--- config.mk ---
export PLATFORM = sky130hd
export DESIGN_NAME = fifo_write_arbiter
export DESIGN_NICKNAME = d
export VERILOG_FILES = /design/src/rtl/fifo_arb_pkg.sv /design/src/rtl/rr_priority_picker.sv /design/src/rtl/fifo_write_arbiter.sv
export SDC_FILE = /design/constraint.sdc
export NUM_CORES = 1
export LEC_CHECK = 0
export BUFFER_PORTS_ARGS = -buffer_cell sky130_fd_sc_hd__buf_2
export CAP_MARGIN = 20
export CORE_UTILIZATION = 50
export CTS_BUF_LIST = sky130_fd_sc_hd__clkbuf_4
export DETAILED_ROUTE_END_ITERATION = 8
export PLACE_DENSITY = 0.82
export SYNTH_ARGS = -nofsm -noshare
export SYNTH_HDL_FRONTEND = slang
export SYNTH_SLANG_ARGS = --single-unit
--- constraint.sdc ---
create_clock -name write_clk -period 5 [get_ports write_clk]
set_clock_uncertainty 0.1 [all_clocks]
set_input_delay 0.75 -clock write_clk [delete_from_list [all_inputs] [get_ports write_clk]]
set_output_delay 0.75 -clock write_clk [all_outputs]
set_load 0.02 [all_outputs]
--- src/rtl/fifo_arb_pkg.sv ---
// fifo_arb_pkg: shared types and width helper for the FIFO write-port arbiter.
// Contents: arb_state_t (ARB_IDLE/ARB_LOCK), ARB_IDX_W(n) index width (min 1).
package fifo_arb_pkg;

   typedef enum logic {ARB_IDLE, ARB_LOCK} arb_state_t;

   function automatic int ARB_IDX_W(input int n);
      return (n > 1) ? $clog2(n) : 1;
   endfunction

endpackage

--- src/rtl/rr_priority_picker.sv ---
// rr_priority_picker: combinational round-robin picker, first valid at or after rr_ptr.
// Ports: valid (per-requester), rr_ptr (highest-priority index) ->
//        pick_oh (one-hot pick), pick_idx (its index), any_valid (some valid set).
module rr_priority_picker
   import fifo_arb_pkg::*;
#(
   parameter int NUM_REQ = 4
)(
   input  logic [NUM_REQ-1:0]             valid,
   input  logic [ARB_IDX_W(NUM_REQ)-1:0]  rr_ptr,
   output logic [NUM_REQ-1:0]             pick_oh,
   output logic [ARB_IDX_W(NUM_REQ)-1:0]  pick_idx,
   output logic                           any_valid
);

   localparam int IW = ARB_IDX_W(NUM_REQ);

   // Scan offsets from farthest to nearest so the nearest valid wins last.
   always_comb begin
      pick_oh  = '0;
      pick_idx = '0;
      for (int i = NUM_REQ - 1; i >= 0; i--) begin
         if (valid[(int'(rr_ptr) + i) % NUM_REQ]) begin
            pick_oh  = NUM_REQ'(1) << ((int'(rr_ptr) + i) % NUM_REQ);
            pick_idx = IW'((int'(rr_ptr) + i) % NUM_REQ);
         end
      end
   end

   assign any_valid = |valid;

endmodule

--- src/rtl/fifo_write_arbiter.sv ---
// fifo_write_arbiter: round-robin arbiter sharing the FIFO write port among NUM_REQ producers.
// Ports: write_clk/write_rst (sync, active-high); req_valid/req_data/req_ready per requester;
//        write_full in; write_inc/write_data to FIFO memory; grant_id last granted; locked.
// Optional burst lock enabled by defining FIFO_WRITE_ARB_BURST_EN (holds a grant up to BURST_LEN beats).
module fifo_write_arbiter
   import fifo_arb_pkg::*;
#(
   parameter int NUM_REQ   = 4,
   parameter int DATASIZE  = 8,
   parameter int BURST_LEN = 4
)(
   input  logic                           write_clk,
   input  logic                           write_rst,
   input  logic [NUM_REQ-1:0]             req_valid,
   input  logic [NUM_REQ*DATASIZE-1:0]    req_data,
   output logic [NUM_REQ-1:0]             req_ready,
   input  logic                           write_full,
   output logic                           write_inc,
   output logic [DATASIZE-1:0]            write_data,
   output logic [ARB_IDX_W(NUM_REQ)-1:0]  grant_id,
   output logic                           locked
);

   localparam int IW = ARB_IDX_W(NUM_REQ);

   logic [IW-1:0]      rr_ptr, pick_idx, gnt_idx;
   logic [NUM_REQ-1:0] pick_oh, grant;
   logic               any_valid, xfer, lock_st;

   rr_priority_picker #(.NUM_REQ(NUM_REQ)) u_picker (
      .valid     (req_valid),
      .rr_ptr    (rr_ptr),
      .pick_oh   (pick_oh),
      .pick_idx  (pick_idx),
      .any_valid (any_valid)
   );

`ifdef FIFO_WRITE_ARB_BURST_EN
   localparam int CW = $clog2(BURST_LEN + 1);

   arb_state_t    state, state_nxt;
   logic [IW-1:0] owner;
   logic [CW-1:0] beat_cnt;
   logic          last_beat;

   assign last_beat = CW'(beat_cnt + 1'b1) == CW'(BURST_LEN);
   assign lock_st   = state == ARB_LOCK;

   always_ff @(posedge write_clk)
      state <= write_rst ? ARB_IDLE : state_nxt;

   // A dropped owner valid releases the lock even while the FIFO is full.
   always_comb begin
      state_nxt = state;
      if (state == ARB_IDLE)
         state_nxt = (xfer && BURST_LEN > 1) ? ARB_LOCK : ARB_IDLE;
      else if (!req_valid[owner] || (xfer && last_beat))
         state_nxt = ARB_IDLE;
   end

   always_comb begin
      grant   = '0;
      gnt_idx = pick_idx;
      if (!write_rst && !write_full) begin
         if (lock_st) begin
            gnt_idx      = owner;
            grant[owner] = req_valid[owner];
         end else
            grant = any_valid ? pick_oh : '0;
      end
   end

   always_ff @(posedge write_clk)
      if (write_rst) begin
         owner    <= '0;
         beat_cnt <= '0;
      end else if (xfer) begin
         owner    <= lock_st ? owner : pick_idx;
         beat_cnt <= lock_st ? beat_cnt + 1'b1 : CW'(1);
      end
`else
   logic unused_burst_len;

   assign unused_burst_len = BURST_LEN[0];
   assign lock_st          = 1'b0;

   always_comb begin
      grant   = (!write_rst && !write_full && any_valid) ? pick_oh : '0;
      gnt_idx = pick_idx;
   end
`endif

   assign xfer      = |(req_valid & grant);
   assign req_ready = grant;
   assign write_inc = xfer;
   assign locked    = lock_st;

   always_comb begin
      write_data = '0;
      for (int i = 0; i < NUM_REQ; i++)
         if (grant[i] && req_valid[i]) write_data = req_data[i*DATASIZE +: DATASIZE];
   end

   // rr_ptr only advances on unlocked grants; a locked burst keeps the pointer set at lock entry.
   always_ff @(posedge write_clk)
      if (write_rst) begin
         rr_ptr   <= '0;
         grant_id <= '0;
      end else if (xfer) begin
         grant_id <= gnt_idx;
         if (!lock_st) rr_ptr <= (pick_idx == IW'(NUM_REQ - 1)) ? '0 : pick_idx + 1'b1;
      end

endmodule
==> report_table.html, run 1 <==
<table>
<tr><th>Metric</th><th>Value</th></tr>
<tr><th colspan="2">Run status</th></tr>
<tr><td>Outcome</td><td>complete, no violations</td></tr>
<tr><th colspan="2">Synth</th></tr>
<tr><td>Post-synth top area cell</td><td>sky130_fd_sc_hd__mux2i_1</td></tr>
<tr><td>Post-Syn Instances</td><td>155</td></tr>
<tr><td>Syn avg cell area</td><td>7.596 µm²</td></tr>
<tr><td>Area of the mapped netlist</td><td>1177 µm²</td></tr>
<tr><td>Net Count, Synth</td><td>202</td></tr>
<tr><td>Sequential share of the synthesized area</td><td>6.801%</td></tr>
<tr><td>Flip-flop and latch count after synthesis</td><td>4</td></tr>
<tr><td>Number of distinct library cell variants in the gate-level netlist after synthesis</td><td>45</td></tr>
<tr><td>Post-synth EDFFs</td><td>0</td></tr>
<tr><td>Yosys top cell area share</td><td>10.20%</td></tr>
<tr><td>Count leader, synth</td><td>sky130_fd_sc_hd__inv_1</td></tr>
<tr><td>List of most frequent post-synthesis cells</td><td>sky130_fd_sc_hd__inv_1 (17), sky130_fd_sc_hd__nand2_1 (15), sky130_fd_sc_hd__mux2i_1 (12)</td></tr>
<tr><td>Async SR Flop Fraction</td><td>0%</td></tr>
<tr><td>Most used flip-flop cell after synthesis</td><td>sky130_fd_sc_hd__dfxtp_1</td></tr>
<tr><td>Leading cell types by total area after synthesis</td><td>sky130_fd_sc_hd__mux2i_1 (10%), sky130_fd_sc_hd__ha_1 (8.5%), sky130_fd_sc_hd__mux4_2 (7.7%)</td></tr>
<tr><td>Number of synthesis warnings</td><td>0</td></tr>
<tr><th colspan="2">Timing</th></tr>
<tr><td>Final Cycle Share</td><td>90.68%</td></tr>
<tr><td>Achievable frequency</td><td>0.2206 GHz</td></tr>
<tr><td>Total negative slack</td><td>0 ns</td></tr>
<tr><td>Slew at the pin with the worst max-slew slack</td><td>0.6920 ns</td></tr>
<tr><td>Number of failing hold endpoints at the final stage</td><td>0</td></tr>
<tr><td>Time the final worst path needs with I/O delays and setup</td><td>4.534 ns</td></tr>
<tr><td>Rel. slew slack</td><td>53.87%</td></tr>
<tr><td>Endpoints failing setup</td><td>0</td></tr>
<tr><td>Number of slew-limit violations in the final report</td><td>0</td></tr>
<tr><td>Setup repair after global routing missed its margin</td><td>false</td></tr>
<tr><th colspan="2">Final layout</th></tr>
<tr><td>Total inserted antenna cells</td><td>0</td></tr>
<tr><td>Area added between synthesis and finish</td><td>24.02%</td></tr>
<tr><td>Post-route standard cell area excluding fillers</td><td>1460 µm²</td></tr>
<tr><td>Final nets</td><td>251</td></tr>
<tr><td>Layout cells sized above 1</td><td>34.65%</td></tr>
<tr><th colspan="2">Clocking</th></tr>
<tr><td>Post-CTS Repair Setup Buffers</td><td>0</td></tr>
<tr><td>Number of buffers created by CTS</td><td>3</td></tr>
<tr><td>Root buf cell</td><td>sky130_fd_sc_hd__clkbuf_4</td></tr>
<tr><td>H-tree levels</td><td>1</td></tr>
<tr><td>Clock sink count</td><td>4</td></tr>
<tr><td>Clock tree from TritonCTS</td><td>yes</td></tr>
<tr><td>Worst-case clock buffer depth</td><td>2</td></tr>
<tr><td>Source-to-sink clock delay at the later pin of the worst-skew pair</td><td>0.25 ns</td></tr>
<tr><td>Number of resized instances in the post-cts repair step</td><td>0</td></tr>
<tr><td>Quantity of hold-fixing buffers added after cts</td><td>0</td></tr>
<tr><td>Clock slew seen by the registers of the worst setup and hold paths</td><td>0.04 ns</td></tr>
<tr><th colspan="2">Setup path</th></tr>
<tr><td>Arr. time, crit path</td><td>3.68 ns</td></tr>
<tr><td>CP endpoint kind</td><td>output pin</td></tr>
<tr><td>Endpoint required time on the critical path</td><td>4.15 ns</td></tr>
<tr><td>Cell breakdown of the critical path</td><td>inv_1 -&gt; ha_1 -&gt; nor3b_1 -&gt; o211ai_1 -&gt; a21boi_0 -&gt; o31a_1 -&gt; nor2_1 -&gt; a31oi_1 -&gt; buf_2</td></tr>
<tr><td>Slowest cell on crit path</td><td>sky130_fd_sc_hd__o31a_1</td></tr>
<tr><td>Buffering stage count on the worst path with inverters included</td><td>2</td></tr>
<tr><td>Startpoint-to-endpoint class of the critical path</td><td>reg -&gt; out</td></tr>
<tr><td>Max stage delay on crit path</td><td>0.63 ns</td></tr>
<tr><td>Kind of cell adding the most delay to the critical path</td><td>compound AO/OA/AOI/OAI gates</td></tr>
<tr><td>Worst setup SP type</td><td>flip-flop</td></tr>
<tr><td>Largest driver fanout on the critical path</td><td>11</td></tr>
<tr><td>Source of the critical timing path</td><td>rr_ptr[1]</td></tr>
<tr><td>Startpoint of the most critical register-to-register path</td><td>rr_ptr[1]</td></tr>
<tr><th colspan="2">Power</th></tr>
<tr><td>Pint</td><td>234.5 µW</td></tr>
<tr><td>Switching part of the total power</td><td>54.34%</td></tr>
<tr><td>Combinational share of power</td><td>80.5%</td></tr>
<tr><td>Clock network power share</td><td>8.2%</td></tr>
<tr><td>Net load switching power</td><td>279.2 µW</td></tr>
<tr><td>Max IR drop VDD</td><td>0.0002331 V</td></tr>
<tr><td>PwrDens</td><td>351.8 nW/µm²</td></tr>
<tr><td>Register share of total power</td><td>11.3%</td></tr>
<tr><td>Leakage component of the power</td><td>0.0007130 µW</td></tr>
<tr><th colspan="2">Placement</th></tr>
<tr><td>HPWL after detailed placement</td><td>2.570 mm</td></tr>
<tr><td>Final Wtd Congestion</td><td>0.9589</td></tr>
<tr><td>Post-placement cell area</td><td>1438 µm²</td></tr>
<tr><td>Count of buffers inserted at the top-level ports</td><td>53</td></tr>
<tr><th colspan="2">Floorplanning</th></tr>
<tr><td>Die area</td><td>2553 µm²</td></tr>
<tr><td>Num rows</td><td>17</td></tr>
<tr><td>Std-Cell Core Area</td><td>2212 µm²</td></tr>
<tr><td>Width of the chip</td><td>50.53 µm</td></tr>
<tr><td>I/O pin count</td><td>55</td></tr>
<tr><td>Initial standard-cell utilization of the core</td><td>53.22%</td></tr>
<tr><td>DIE HEIGHT</td><td>50.53 µm</td></tr>
<tr><th colspan="2">Route</th></tr>
<tr><td>Drt via density</td><td>6.039</td></tr>
<tr><td>Detailed Route WL</td><td>3.330 mm</td></tr>
<tr><td>Wire per inst</td><td>14.48 µm</td></tr>
<tr><td>Total vias in the final route</td><td>1389</td></tr>
<tr><td>Post-route antenna net violation count</td><td>0</td></tr>
<tr><td>Count of TritonRoute iterations in the first routing pass</td><td>4</td></tr>
<tr><td>DRC marker count from the first detailed-route iteration</td><td>37</td></tr>
<tr><td># DRC</td><td>0</td></tr>
<tr><th colspan="2">Flow run</th></tr>
<tr><td>Count of max-cap constraint violations</td><td>0</td></tr>
<tr><th colspan="2">Global route</th></tr>
<tr><td>Number of antenna violations at the first check in global routing</td><td>0</td></tr>
<tr><td>All-Layer GR Usage</td><td>27.54%</td></tr>
<tr><td>Vias in the first global route</td><td>1244</td></tr>
<tr><td>Global-route wire length before repair</td><td>5.430 mm</td></tr>
<tr><td>Maximum number of pins on one net before global-route repair</td><td>20</td></tr>
<tr><td>Total grt overflow</td><td>0</td></tr>
<tr><th colspan="2">Worst hold path</th></tr>
<tr><td>Min-Delay Path Class</td><td>reg -&gt; reg</td></tr>
<tr><td>Hold Path Origin</td><td>grant_id[0]</td></tr>
</table>
[final cells by class]
type	count	area, µm²
Timing Repair Buffer	56	287.8
Sequential cell	4	80.08
Multi-Input combinational cell	121	967.2
Tap cell	28	35.03
Clock buffer	3	22.52
Fill cell	206	752.0
Inverter	18	67.56
[metal layers]
layer / wire, µm / up-vias / track usage [%]
met2: 1624 / 52 / 48.22
met5: 0 / - / 0
met4: 63 / 0 / 8.333
met3: 190 / 11 / 6.061
li1: - / 675 / -
met1: 1452 / 651 / 33.21
[power groups by stage]
| stage | clock network, µW | registers, µW | logic (µW) |
|---|---|---|---|
| 6_report | 42.3 | 57.9 | 413 |
| 5_1_grt | 47.2 | 59.1 | 452 |
| 4_1_cts | 44.1 | 57.8 | 409 |
| 3_5_place_dp | 0 | 58.5 | 408 |
| 3_3_place_gp | 0 | 57.0 | 398 |
| 2_1_floorplan | 0 | 59.5 | 303 |
[worst register-to-register path, cell delays in order, from the launching register on]
cell                       delay (ns)
sky130_fd_sc_hd__dfxtp_1         0.58
sky130_fd_sc_hd__inv_1           0.27
sky130_fd_sc_hd__ha_1            0.44
sky130_fd_sc_hd__and3b_1         0.22
sky130_fd_sc_hd__o211ai_1        0.32
sky130_fd_sc_hd__a21boi_0        0.20
sky130_fd_sc_hd__o31a_1          0.54
sky130_fd_sc_hd__nor4_4          0.47
sky130_fd_sc_hd__mux2_1          0.35
[cells by family (layout without fill, tap and decap cells)]
group | after synthesis | in the layout | share of synthesized area [%]
AND/OR/NAND/NOR | 42 | 42 | 19.24
AO/OA/AOI/OAI | 52 | 52 | 34.54
buffers and inverters | 30 | 77 | 11.05
other | 1 | 1 | 0.3185
adder cells (fa/ha/maj) | 8 | 8 | 8.502
flip-flops | 4 | 4 | 6.802
XOR/XNOR | 1 | 1 | 0.7440
multiplexers | 17 | 17 | 18.81
[stage by stage]
step                setup slack, ns  hold slack (ns)  total power, µW  util (%)  instances
floorplan                     1.072           0.4251            362.9         -        155
global placement             0.9172           0.3380            454.8     64.99        227
detailed placement           0.7964           0.3447            466.9     64.99        227
CTS                          0.5230           0.3505            511.1     66.01        230
global route                 0.2311           0.3892            558.4     66.01        230
finish                       0.4661           0.3474            513.7     66.01        230
[cells in the final DEF, fill, tap and decap left out, types with 3 or more instances in the layout]
master                      n
sky130_fd_sc_hd__clkbuf_4   3
sky130_fd_sc_hd__nand3_1    8
sky130_fd_sc_hd__inv_1     17
sky130_fd_sc_hd__a31oi_1    8
sky130_fd_sc_hd__o21ai_0    5
sky130_fd_sc_hd__mux2i_1   12
sky130_fd_sc_hd__mux4_2     4
sky130_fd_sc_hd__buf_4      3
sky130_fd_sc_hd__o211a_1    3
sky130_fd_sc_hd__o21ai_1    5
sky130_fd_sc_hd__and3_1     3
sky130_fd_sc_hd__buf_2     53
sky130_fd_sc_hd__nor2_1     3
sky130_fd_sc_hd__ha_1       8
sky130_fd_sc_hd__nand2_1   15
sky130_fd_sc_hd__o211ai_1  11
sky130_fd_sc_hd__nor3_1     3
sky130_fd_sc_hd__nand2b_1   3
sky130_fd_sc_hd__dfxtp_1    4
[sequential cells by signal, indices dropped and copies added, names as in the netlist]
signal,cells
rr_ptr,2
grant_id,2
[final timing paths]
path         slack (ns)             to  depth (start not counted)
max                0.47  write_data[1]                          9
min                0.35    grant_id[0]                          2
max reg2reg        1.41      rr_ptr[1]                          8
min reg2reg        0.35    grant_id[0]                          2
Power figures use the tool's default switching activity.
==> inputs of run 2 (changes only) <==
Settings changed: CTS_CLUSTER_DIAMETER set to 120, GPL_TIMING_DRIVEN set to 0.
==> report_table.html, run 2 (synthesis results as in run 1) <==
<table>
<tr><th>Metric</th><th>Value</th></tr>
<tr><th colspan="2">Final layout</th></tr>
<tr><td>Final nets</td><td>257 (+2.4%)</td></tr>
<tr><td>Sequential cell area</td><td>80.08 µm² (unchanged)</td></tr>
<tr><td>Layout cells sized above 1</td><td>33.65% (-1.0 points)</td></tr>
<tr><td>Util after Layout</td><td>67.25% (+1.2 points)</td></tr>
<tr><td>Most frequent cells in the layout</td><td>sky130_fd_sc_hd__buf_2 (52), sky130_fd_sc_hd__inv_1 (17), sky130_fd_sc_hd__nand2_1 (15)</td></tr>
<tr><td>Fillers</td><td>192 (-6.8%)</td></tr>
<tr><td>Top flop regs</td><td>grant_id x2, rr_ptr x2</td></tr>
<tr><td>Combined area of the multi-input logic cells</td><td>969.7 µm² (+0.26%)</td></tr>
<tr><td>Total inserted antenna cells</td><td>0 (unchanged)</td></tr>
<tr><td>Post-route standard cell area excluding fillers</td><td>1488 µm² (+1.9%)</td></tr>
<tr><td>Most common cell after layout, fill and taps aside</td><td>sky130_fd_sc_hd__buf_2</td></tr>
<tr><td>Area added between synthesis and finish</td><td>26.36%</td></tr>
<tr><th colspan="2">Setup path</th></tr>
<tr><td>Arr. time, crit path</td><td>3.86 ns (+0.18 ns)</td></tr>
<tr><td>Number of cells on the worst reg-to-reg path</td><td>10 (+2)</td></tr>
<tr><td>Worst reg2reg setup slack</td><td>1.25 ns (-0.16 ns)</td></tr>
<tr><td>Largest driver fanout on the critical path</td><td>9 (-2)</td></tr>
<tr><td>CP endpoint kind</td><td>output pin</td></tr>
<tr><td>Startpoint of the most critical register-to-register path</td><td>rr_ptr[1]</td></tr>
<tr><td>Worst setup SP type</td><td>flip-flop</td></tr>
<tr><td>Reg2reg end</td><td>rr_ptr[1]</td></tr>
<tr><td>Startpoint-to-endpoint class of the critical path</td><td>reg -&gt; out</td></tr>
<tr><td>Endpoint required time on the critical path</td><td>4.15 ns (about the same)</td></tr>
<tr><th colspan="2">Route</th></tr>
<tr><td># DRC</td><td>0 (unchanged)</td></tr>
<tr><td>DRC marker count from the first detailed-route iteration</td><td>32 (-14%)</td></tr>
<tr><td>Wire per inst</td><td>14.88 µm (+2.8%)</td></tr>
<tr><td>Count of TritonRoute iterations in the first routing pass</td><td>4 (unchanged)</td></tr>
<tr><td>Total vias in the final route</td><td>1413 (+1.7%)</td></tr>
<tr><td>Post-route antenna net violation count</td><td>0 (unchanged)</td></tr>
<tr><td>Drt via density</td><td>5.987 (-0.86%)</td></tr>
<tr><td>Detailed Route WL</td><td>3.512 mm (+5.5%)</td></tr>
<tr><th colspan="2">Floorplanning</th></tr>
<tr><td>Initial standard-cell utilization of the core</td><td>53.22% (unchanged)</td></tr>
<tr><td>Std-Cell Core Area</td><td>2212 µm² (unchanged)</td></tr>
<tr><td>I/O pin count</td><td>55 (unchanged)</td></tr>
<tr><td>Width of the chip</td><td>50.53 µm (unchanged)</td></tr>
<tr><td>Die area</td><td>2553 µm² (unchanged)</td></tr>
<tr><td>DIE HEIGHT</td><td>50.53 µm (unchanged)</td></tr>
<tr><td>Num rows</td><td>17 (unchanged)</td></tr>
<tr><th colspan="2">Flow run</th></tr>
<tr><td>Count of max-cap constraint violations</td><td>0 (unchanged)</td></tr>
<tr><th colspan="2">Timing</th></tr>
<tr><td>Setup repair after global routing missed its margin</td><td>false</td></tr>
<tr><td>Achievable frequency</td><td>0.2123 GHz (-3.7%)</td></tr>
<tr><td>Total negative slack</td><td>0 ns (unchanged)</td></tr>
<tr><td>Slew at the pin with the worst max-slew slack</td><td>0.7085 ns (+0.01649 ns)</td></tr>
<tr><td>Time the final worst path needs with I/O delays and setup</td><td>4.710 ns (+0.1763 ns)</td></tr>
<tr><td>Post-route setup slack</td><td>0.2897 ns (-0.1763 ns)</td></tr>
<tr><td>Number of failing hold endpoints at the final stage</td><td>0 (unchanged)</td></tr>
<tr><td>Rel. slew slack</td><td>52.56% (-1.3 points)</td></tr>
<tr><td>Final Cycle Share</td><td>94.21% (+3.5 points)</td></tr>
<tr><td>Number of slew-limit violations in the final report</td><td>0 (unchanged)</td></tr>
<tr><td>Endpoints failing setup</td><td>0 (unchanged)</td></tr>
<tr><th colspan="2">Clocking</th></tr>
<tr><td>Root buf cell</td><td>sky130_fd_sc_hd__clkbuf_4</td></tr>
<tr><td>Source-to-sink clock delay at the later pin of the worst-skew pair</td><td>0.24 ns (about the same)</td></tr>
<tr><td>Clock sink count</td><td>4 (unchanged)</td></tr>
<tr><td>Number of buffers created by CTS</td><td>3 (unchanged)</td></tr>
<tr><td>H-tree levels</td><td>1 (unchanged)</td></tr>
<tr><td>Clock slew seen by the registers of the worst setup and hold paths</td><td>0.04 ns (about the same)</td></tr>
<tr><td>Clock tree from TritonCTS</td><td>yes</td></tr>
<tr><td>Worst-case clock buffer depth</td><td>2 (unchanged)</td></tr>
<tr><td>Quantity of hold-fixing buffers added after cts</td><td>0 (unchanged)</td></tr>
<tr><th colspan="2">Global route</th></tr>
<tr><td>Total grt overflow</td><td>0 (unchanged)</td></tr>
<tr><td>All-Layer GR Usage</td><td>27.64% (+0.098 points)</td></tr>
<tr><td>Number of antenna violations at the first check in global routing</td><td>0 (unchanged)</td></tr>
<tr><td>Vias in the first global route</td><td>1306 (+5.0%)</td></tr>
<tr><td>Global-route wire length before repair</td><td>5.485 mm (+1.0%)</td></tr>
<tr><td>Maximum number of pins on one net before global-route repair</td><td>11 (-45%)</td></tr>
<tr><th colspan="2">Power</th></tr>
<tr><td>Total Power</td><td>518.5 µW (+0.93%)</td></tr>
<tr><td>Leakage component of the power</td><td>0.0007213 µW (+1.2%)</td></tr>
<tr><td>Max IR drop VDD</td><td>0.0002842 V (+22%)</td></tr>
<tr><td>PwrDens</td><td>348.5 nW/µm² (-0.94%)</td></tr>
<tr><th colspan="2">Placement</th></tr>
<tr><td>Place WS</td><td>0.5700 ns (-0.2264 ns)</td></tr>
<tr><td>Post-placement cell area</td><td>1463 µm² (+1.7%)</td></tr>
<tr><td>Count of buffers inserted at the top-level ports</td><td>50 (-5.7%)</td></tr>
<tr><td>Final Wtd Congestion</td><td>0.8634 (-10%)</td></tr>
<tr><td>HPWL after detailed placement</td><td>2.704 mm (+5.2%)</td></tr>
<tr><th colspan="2">Worst hold path</th></tr>
<tr><td>Hold Path Origin</td><td>grant_id[0]</td></tr>
<tr><td>Number of cells on the worst hold path</td><td>2 (unchanged)</td></tr>
<tr><td>Min-Delay Path Class</td><td>reg -&gt; reg</td></tr>
<tr><td>End point of the worst hold path</td><td>grant_id[0]</td></tr>
<tr><th colspan="2">Run status</th></tr>
<tr><td>Outcome</td><td>complete, no violations</td></tr>
</table>
==> run 2: cell count changes in the layout (fill, tap and decap cells not counted) <==
cell / before / now
sky130_fd_sc_hd__clkbuf_1: 0 / 7
sky130_fd_sc_hd__buf_2: 53 / 52
sky130_fd_sc_hd__buf_6: 0 / 1
sky130_fd_sc_hd__nor2_2: 0 / 1
sky130_fd_sc_hd__buf_4: 3 / 2
sky130_fd_sc_hd__nor2_1: 3 / 2
==> run 2: area by class of cell <==
cell class                      count  share of cell area, %
Tap cell                           28                  2.355
Sequential cell                     4                  5.383
Inverter                           18                  4.542
Multi-Input combinational cell    121                  65.18
Timing Repair Buffer               50                  16.82
Clock buffer                        3                  1.514
Buffer                             12                  4.205
==> run 2: timing repair <==
item / CTS / global route
endpoints found under the hold margin: 0 / 0
endpoints found under the setup margin: 0 / 8
gates resized for setup: 0 / 1
setup buffers: 0 / 0
==> run 2: through the flow <==
step           hold WS [ns]  cells
4_1_cts              0.3475    236
5_1_grt              0.3803    236
3_5_place_dp         0.3423    233
6_report             0.3445    236
3_3_place_gp         0.3386    233
2_1_floorplan        0.4251    155
==> run 2: layer usage <==
layer  vias up  part of all wire (%)  track usage (%)
li1        690                     -                -
met1       655                    42            31.31
met2        62                    50            51.11
met3         6                   6.0            3.939
met4         0                   1.5            11.11
met5         -                     0                0
==> run 2: where the power goes <==
part           internal, µW  switching, µW
Combinational           158            264
Clock                  26.9           14.1
Sequential             43.6           11.5
==> run 2: worst max-delay path by stage <==
stage | startpoint | to | cells after the start
floorplan | rr_ptr[1] | write_data[0] | 9
global route | rr_ptr[1] | write_data[6] | 11
finish | rr_ptr[1] | write_data[2] | 10
global placement | rr_ptr[1] | write_data[6] | 12
detailed placement | rr_ptr[1] | write_data[2] | 12
CTS | rr_ptr[1] | write_data[2] | 12
==> run 2: worst max-delay path: stages (launching register included) <==
cell and delay (ns):
sky130_fd_sc_hd__dfxtp_1 0.42, sky130_fd_sc_hd__clkbuf_1 0.33, sky130_fd_sc_hd__inv_1 0.25, sky130_fd_sc_hd__ha_1 0.34, sky130_fd_sc_hd__clkbuf_1 0.30, sky130_fd_sc_hd__mux4_2 0.49
sky130_fd_sc_hd__a221o_1 0.42, sky130_fd_sc_hd__o21ai_1 0.49, sky130_fd_sc_hd__nand3_1 0.15, sky130_fd_sc_hd__a31oi_1 0.22, sky130_fd_sc_hd__buf_2 0.19
==> inputs of run 3 (changes only) <==
Settings changed: CORE_UTILIZATION 50 to 49, CTS_CLUSTER_SIZE set to 8, PLACE_DENSITY 0.82 to 0.81, REMOVE_ABC_BUFFERS set to 1.
Clock period 5 ns to 5.27 ns, I/O delays scaled along.
==> report_table.html, run 3 (synthesis results as in run 1) <==
<table>
<tr><th>Metric</th><th>Value</th></tr>
<tr><th colspan="2">Run status</th></tr>
<tr><td>Outcome</td><td>complete, no violations</td></tr>
<tr><th colspan="2">Worst hold path</th></tr>
<tr><td>Hold Path Origin</td><td>grant_id[0]</td></tr>
<tr><td>Min-Delay Path Class</td><td>reg -&gt; reg</td></tr>
<tr><td>Number of cells on the worst hold path</td><td>2 (unchanged)</td></tr>
<tr><td>End point of the worst hold path</td><td>grant_id[0]</td></tr>
<tr><th colspan="2">Timing</th></tr>
<tr><td>Time the final worst path needs with I/O delays and setup</td><td>4.999 ns</td></tr>
<tr><td>Final Cycle Share</td><td>94.86%</td></tr>
<tr><td>Setup repair after global routing missed its margin</td><td>false</td></tr>
<tr><td>Achievable frequency</td><td>0.2000 GHz</td></tr>
<tr><td>Total negative slack</td><td>0 ns (unchanged)</td></tr>
<tr><td>Endpoints failing setup</td><td>0 (unchanged)</td></tr>
<tr><td>Number of failing hold endpoints at the final stage</td><td>0 (unchanged)</td></tr>
<tr><td>Rel. slew slack</td><td>49.23% (-3.3 points)</td></tr>
<tr><td>Number of slew-limit violations in the final report</td><td>0 (unchanged)</td></tr>
<tr><td>Worst Hold Slack</td><td>0.3492 ns (+0.004687 ns)</td></tr>
<tr><td>Slew at the pin with the worst max-slew slack</td><td>0.7606 ns (+0.05208 ns)</td></tr>
<tr><th colspan="2">Power</th></tr>
<tr><td>Pint</td><td>211.1 µW (-7.8%)</td></tr>
<tr><td>Leakage component of the power</td><td>0.0006978 µW (-3.3%)</td></tr>
<tr><td>Switching part of the total power</td><td>55.76% (-0.078 points)</td></tr>
<tr><td>Net load switching power</td><td>266.1 µW (-8.1%)</td></tr>
<tr><td>Combinational share of power</td><td>77.4% (-4.1 points)</td></tr>
<tr><td>Total Power</td><td>477.2 µW (-8.0%)</td></tr>
<tr><td>Register share of total power</td><td>14.1% (+3.5 points)</td></tr>
<tr><td>Max IR drop VDD</td><td>0.0002298 V (-19%)</td></tr>
<tr><td>PwrDens</td><td>332.0 nW/µm² (-4.8%)</td></tr>
<tr><td>Clock network power share</td><td>8.5% (+0.6 points)</td></tr>
<tr><th colspan="2">Setup path</th></tr>
<tr><td>Reg2reg end</td><td>rr_ptr[1]</td></tr>
<tr><td>Startpoint-to-endpoint class of the critical path</td><td>reg -&gt; out</td></tr>
<tr><td>Arr. time, crit path</td><td>4.11 ns (+0.25 ns)</td></tr>
<tr><td>Kind of cell adding the most delay to the critical path</td><td>compound AO/OA/AOI/OAI gates</td></tr>
<tr><td>Worst reg2reg setup slack</td><td>1.30 ns (+0.05 ns)</td></tr>
<tr><td>Slowest cell on crit path</td><td>sky130_fd_sc_hd__dfxtp_1</td></tr>
<tr><td>Cell breakdown of the critical path</td><td>inv_1 -&gt; ha_1 -&gt; nor3b_1 -&gt; o211ai_1 -&gt; a21boi_0 -&gt; o31a_1 -&gt; nor2_1 -&gt; a31oi_1 -&gt; buf_2</td></tr>
<tr><td>Max stage delay on crit path</td><td>0.80 ns (+0.31 ns)</td></tr>
<tr><td>Endpoint required time on the critical path</td><td>4.38 ns (+0.23 ns)</td></tr>
<tr><td>Buffering stage count on the worst path with inverters included</td><td>2 (-2)</td></tr>
<tr><td>CP endpoint kind</td><td>output pin</td></tr>
<tr><td>Largest driver fanout on the critical path</td><td>19 (+10)</td></tr>
<tr><td>Worst setup SP type</td><td>flip-flop</td></tr>
<tr><td>Number of cells on the worst reg-to-reg path</td><td>8 (-2)</td></tr>
<tr><td>Startpoint of the most critical register-to-register path</td><td>rr_ptr[0]</td></tr>
<tr><th colspan="2">Final layout</th></tr>
<tr><td>Total inserted antenna cells</td><td>0 (unchanged)</td></tr>
<tr><td>Layout cells sized above 1</td><td>33.67% (about the same)</td></tr>
<tr><td>Top flop regs</td><td>grant_id x2, rr_ptr x2</td></tr>
<tr><td>Most common cell after layout, fill and taps aside</td><td>sky130_fd_sc_hd__buf_2</td></tr>
<tr><td>Area added between synthesis and finish</td><td>22.10%</td></tr>
<tr><td>Combined area of the multi-input logic cells</td><td>967.2 µm² (-0.26%)</td></tr>
<tr><td>Final nets</td><td>248 (-3.5%)</td></tr>
<tr><td>Most frequent cells in the layout</td><td>sky130_fd_sc_hd__buf_2 (53), sky130_fd_sc_hd__inv_1 (17), sky130_fd_sc_hd__nand2_1 (15)</td></tr>
<tr><td>Fillers</td><td>200 (+4.2%)</td></tr>
<tr><td>Sequential cell area</td><td>80.08 µm² (unchanged)</td></tr>
<tr><th colspan="2">Flow run</th></tr>
<tr><td>Count of max-cap constraint violations</td><td>0 (unchanged)</td></tr>
<tr><th colspan="2">Floorplanning</th></tr>
<tr><td>Die area</td><td>2603 µm² (+2.0%)</td></tr>
<tr><td>I/O pin count</td><td>55 (unchanged)</td></tr>
<tr><td>Width of the chip</td><td>51.02 µm (+0.98%)</td></tr>
<tr><td>Initial standard-cell utilization of the core</td><td>52.72% (-0.51 points)</td></tr>
<tr><td>Num rows</td><td>17 (unchanged)</td></tr>
<tr><td>Std-Cell Core Area</td><td>2233 µm² (+0.96%)</td></tr>
<tr><td>DIE HEIGHT</td><td>51.02 µm (+0.98%)</td></tr>
<tr><th colspan="2">Clocking</th></tr>
<tr><td>Clock tree from TritonCTS</td><td>yes</td></tr>
<tr><td>Worst-case clock buffer depth</td><td>2 (unchanged)</td></tr>
<tr><td>Quantity of hold-fixing buffers added after cts</td><td>0 (unchanged)</td></tr>
<tr><td>Clock sink count</td><td>4 (unchanged)</td></tr>
<tr><td>Root buf cell</td><td>sky130_fd_sc_hd__clkbuf_4</td></tr>
<tr><td>Source-to-sink clock delay at the later pin of the worst-skew pair</td><td>0.23 ns (about the same)</td></tr>
<tr><td>Number of resized instances in the post-cts repair step</td><td>0 (unchanged)</td></tr>
<tr><td>Post-CTS Repair Setup Buffers</td><td>0 (unchanged)</td></tr>
<tr><td>Number of buffers created by CTS</td><td>3 (unchanged)</td></tr>
<tr><td>H-tree levels</td><td>1 (unchanged)</td></tr>
<tr><td>Clock slew seen by the registers of the worst setup and hold paths</td><td>0.04 ns (about the same)</td></tr>
<tr><th colspan="2">Route</th></tr>
<tr><td>DRC marker count from the first detailed-route iteration</td><td>42 (+31%)</td></tr>
<tr><td># DRC</td><td>0 (unchanged)</td></tr>
<tr><td>Total vias in the final route</td><td>1403 (-0.71%)</td></tr>
<tr><td>Amount of wire on met2 after detailed routing</td><td>1.688 mm (-4.6%)</td></tr>
<tr><td>Wire per inst</td><td>15.00 µm (+0.77%)</td></tr>
<tr><td>Met3 WL</td><td>251 µm (+20%)</td></tr>
<tr><td>Highest metal used</td><td>met4</td></tr>
<tr><td>Drt via density</td><td>6.181 (+3.2%)</td></tr>
<tr><td>Detailed Route WL</td><td>3.404 mm (-3.1%)</td></tr>
<tr><td>Wire length on met1</td><td>1.441 mm (-2.7%)</td></tr>
<tr><td>Count of TritonRoute iterations in the first routing pass</td><td>4 (unchanged)</td></tr>
<tr><td>Post-route antenna net violation count</td><td>0 (unchanged)</td></tr>
<tr><th colspan="2">Placement</th></tr>
<tr><td>Count of buffers inserted at the top-level ports</td><td>53 (+6.0%)</td></tr>
<tr><td>HPWL after detailed placement</td><td>2.588 mm (-4.3%)</td></tr>
<tr><td>Final Wtd Congestion</td><td>0.8076 (-6.5%)</td></tr>
<tr><th colspan="2">Global route</th></tr>
<tr><td>Number of antenna violations at the first check in global routing</td><td>0 (unchanged)</td></tr>
<tr><td>Maximum number of pins on one net before global-route repair</td><td>20 (+9)</td></tr>
<tr><td>Global-route wire length before repair</td><td>5.112 mm (-6.8%)</td></tr>
<tr><td>Total grt overflow</td><td>0 (unchanged)</td></tr>
<tr><td>All-Layer GR Usage</td><td>25.40% (-2.2 points)</td></tr>
<tr><td>Vias in the first global route</td><td>1224 (-6.3%)</td></tr>
</table>
## run 3: cell count changes in the layout (fill, tap and decap cells not counted), sizes merged
cell | before | now
clkbuf | 10 | 3
buf | 55 | 53
## run 3: cell type report
| class | count | area share (%) |
|---|---|---|
| clock buffers | 3 | 1.567 |
| inverters | 18 | 4.700 |
| flip-flops and latches | 4 | 5.570 |
| multi-input cells | 121 | 67.28 |
| repair buffers | 53 | 18.45 |
| well taps | 28 | 2.437 |
## run 3: worst max path at each step
stage	endpoint	cells past startpoint	startpoint	slack, ns
2_1_floorplan	write_data[0]	8	rr_ptr[0]	1.24
6_report	write_data[1]	9	rr_ptr[0]	0.27
4_1_cts	write_data[1]	9	rr_ptr[0]	0.35
3_3_place_gp	write_data[1]	9	rr_ptr[0]	0.75
5_1_grt	write_data[1]	9	rr_ptr[0]	0.07
3_5_place_dp	write_data[1]	9	rr_ptr[0]	0.63
## run 3: per-stage QoR
stage	utilization, %	worst slack, ns	instances	area [µm²]
4_1_cts	64.37	0.3468	227	1438
5_1_grt	64.37	0.06634	227	1438
3_5_place_dp	63.36	0.6274	224	1415
6_report	64.37	0.2710	227	1438
2_1_floorplan	-	1.242	143	1115
3_3_place_gp	63.36	0.7468	224	1415
## run 3: power groups by stage
stage               Clock, µW  Combinational (µW)  Sequential (µW)
global route             41.6                 401             71.2
CTS                      40.7                 366             66.8
global placement            0                 350             66.7
detailed placement          0                 365             67.6
finish                   40.6                 369             67.4
floorplan                   0                 264             68.8
## run 3: worst reg2reg max path: stages, from the launching register on
cell and delay [ns]:
sky130_fd_sc_hd__dfxtp_1 0.80, sky130_fd_sc_hd__inv_1 0.33, sky130_fd_sc_hd__ha_1 0.49, sky130_fd_sc_hd__and3b_1 0.22, sky130_fd_sc_hd__o211ai_1 0.31, sky130_fd_sc_hd__a21boi_0 0.20, sky130_fd_sc_hd__o31a_1 0.53, sky130_fd_sc_hd__nor4_4 0.49
sky130_fd_sc_hd__mux2_1 0.38
## run 3: metal layers
layer | vias to the layer above | track usage (%)
met5 | - | 0
met4 | 0 | 7.407
met3 | 4 | 2.381
met2 | 80 | 48.90
met1 | 644 | 28.96
li1 | 675 | -
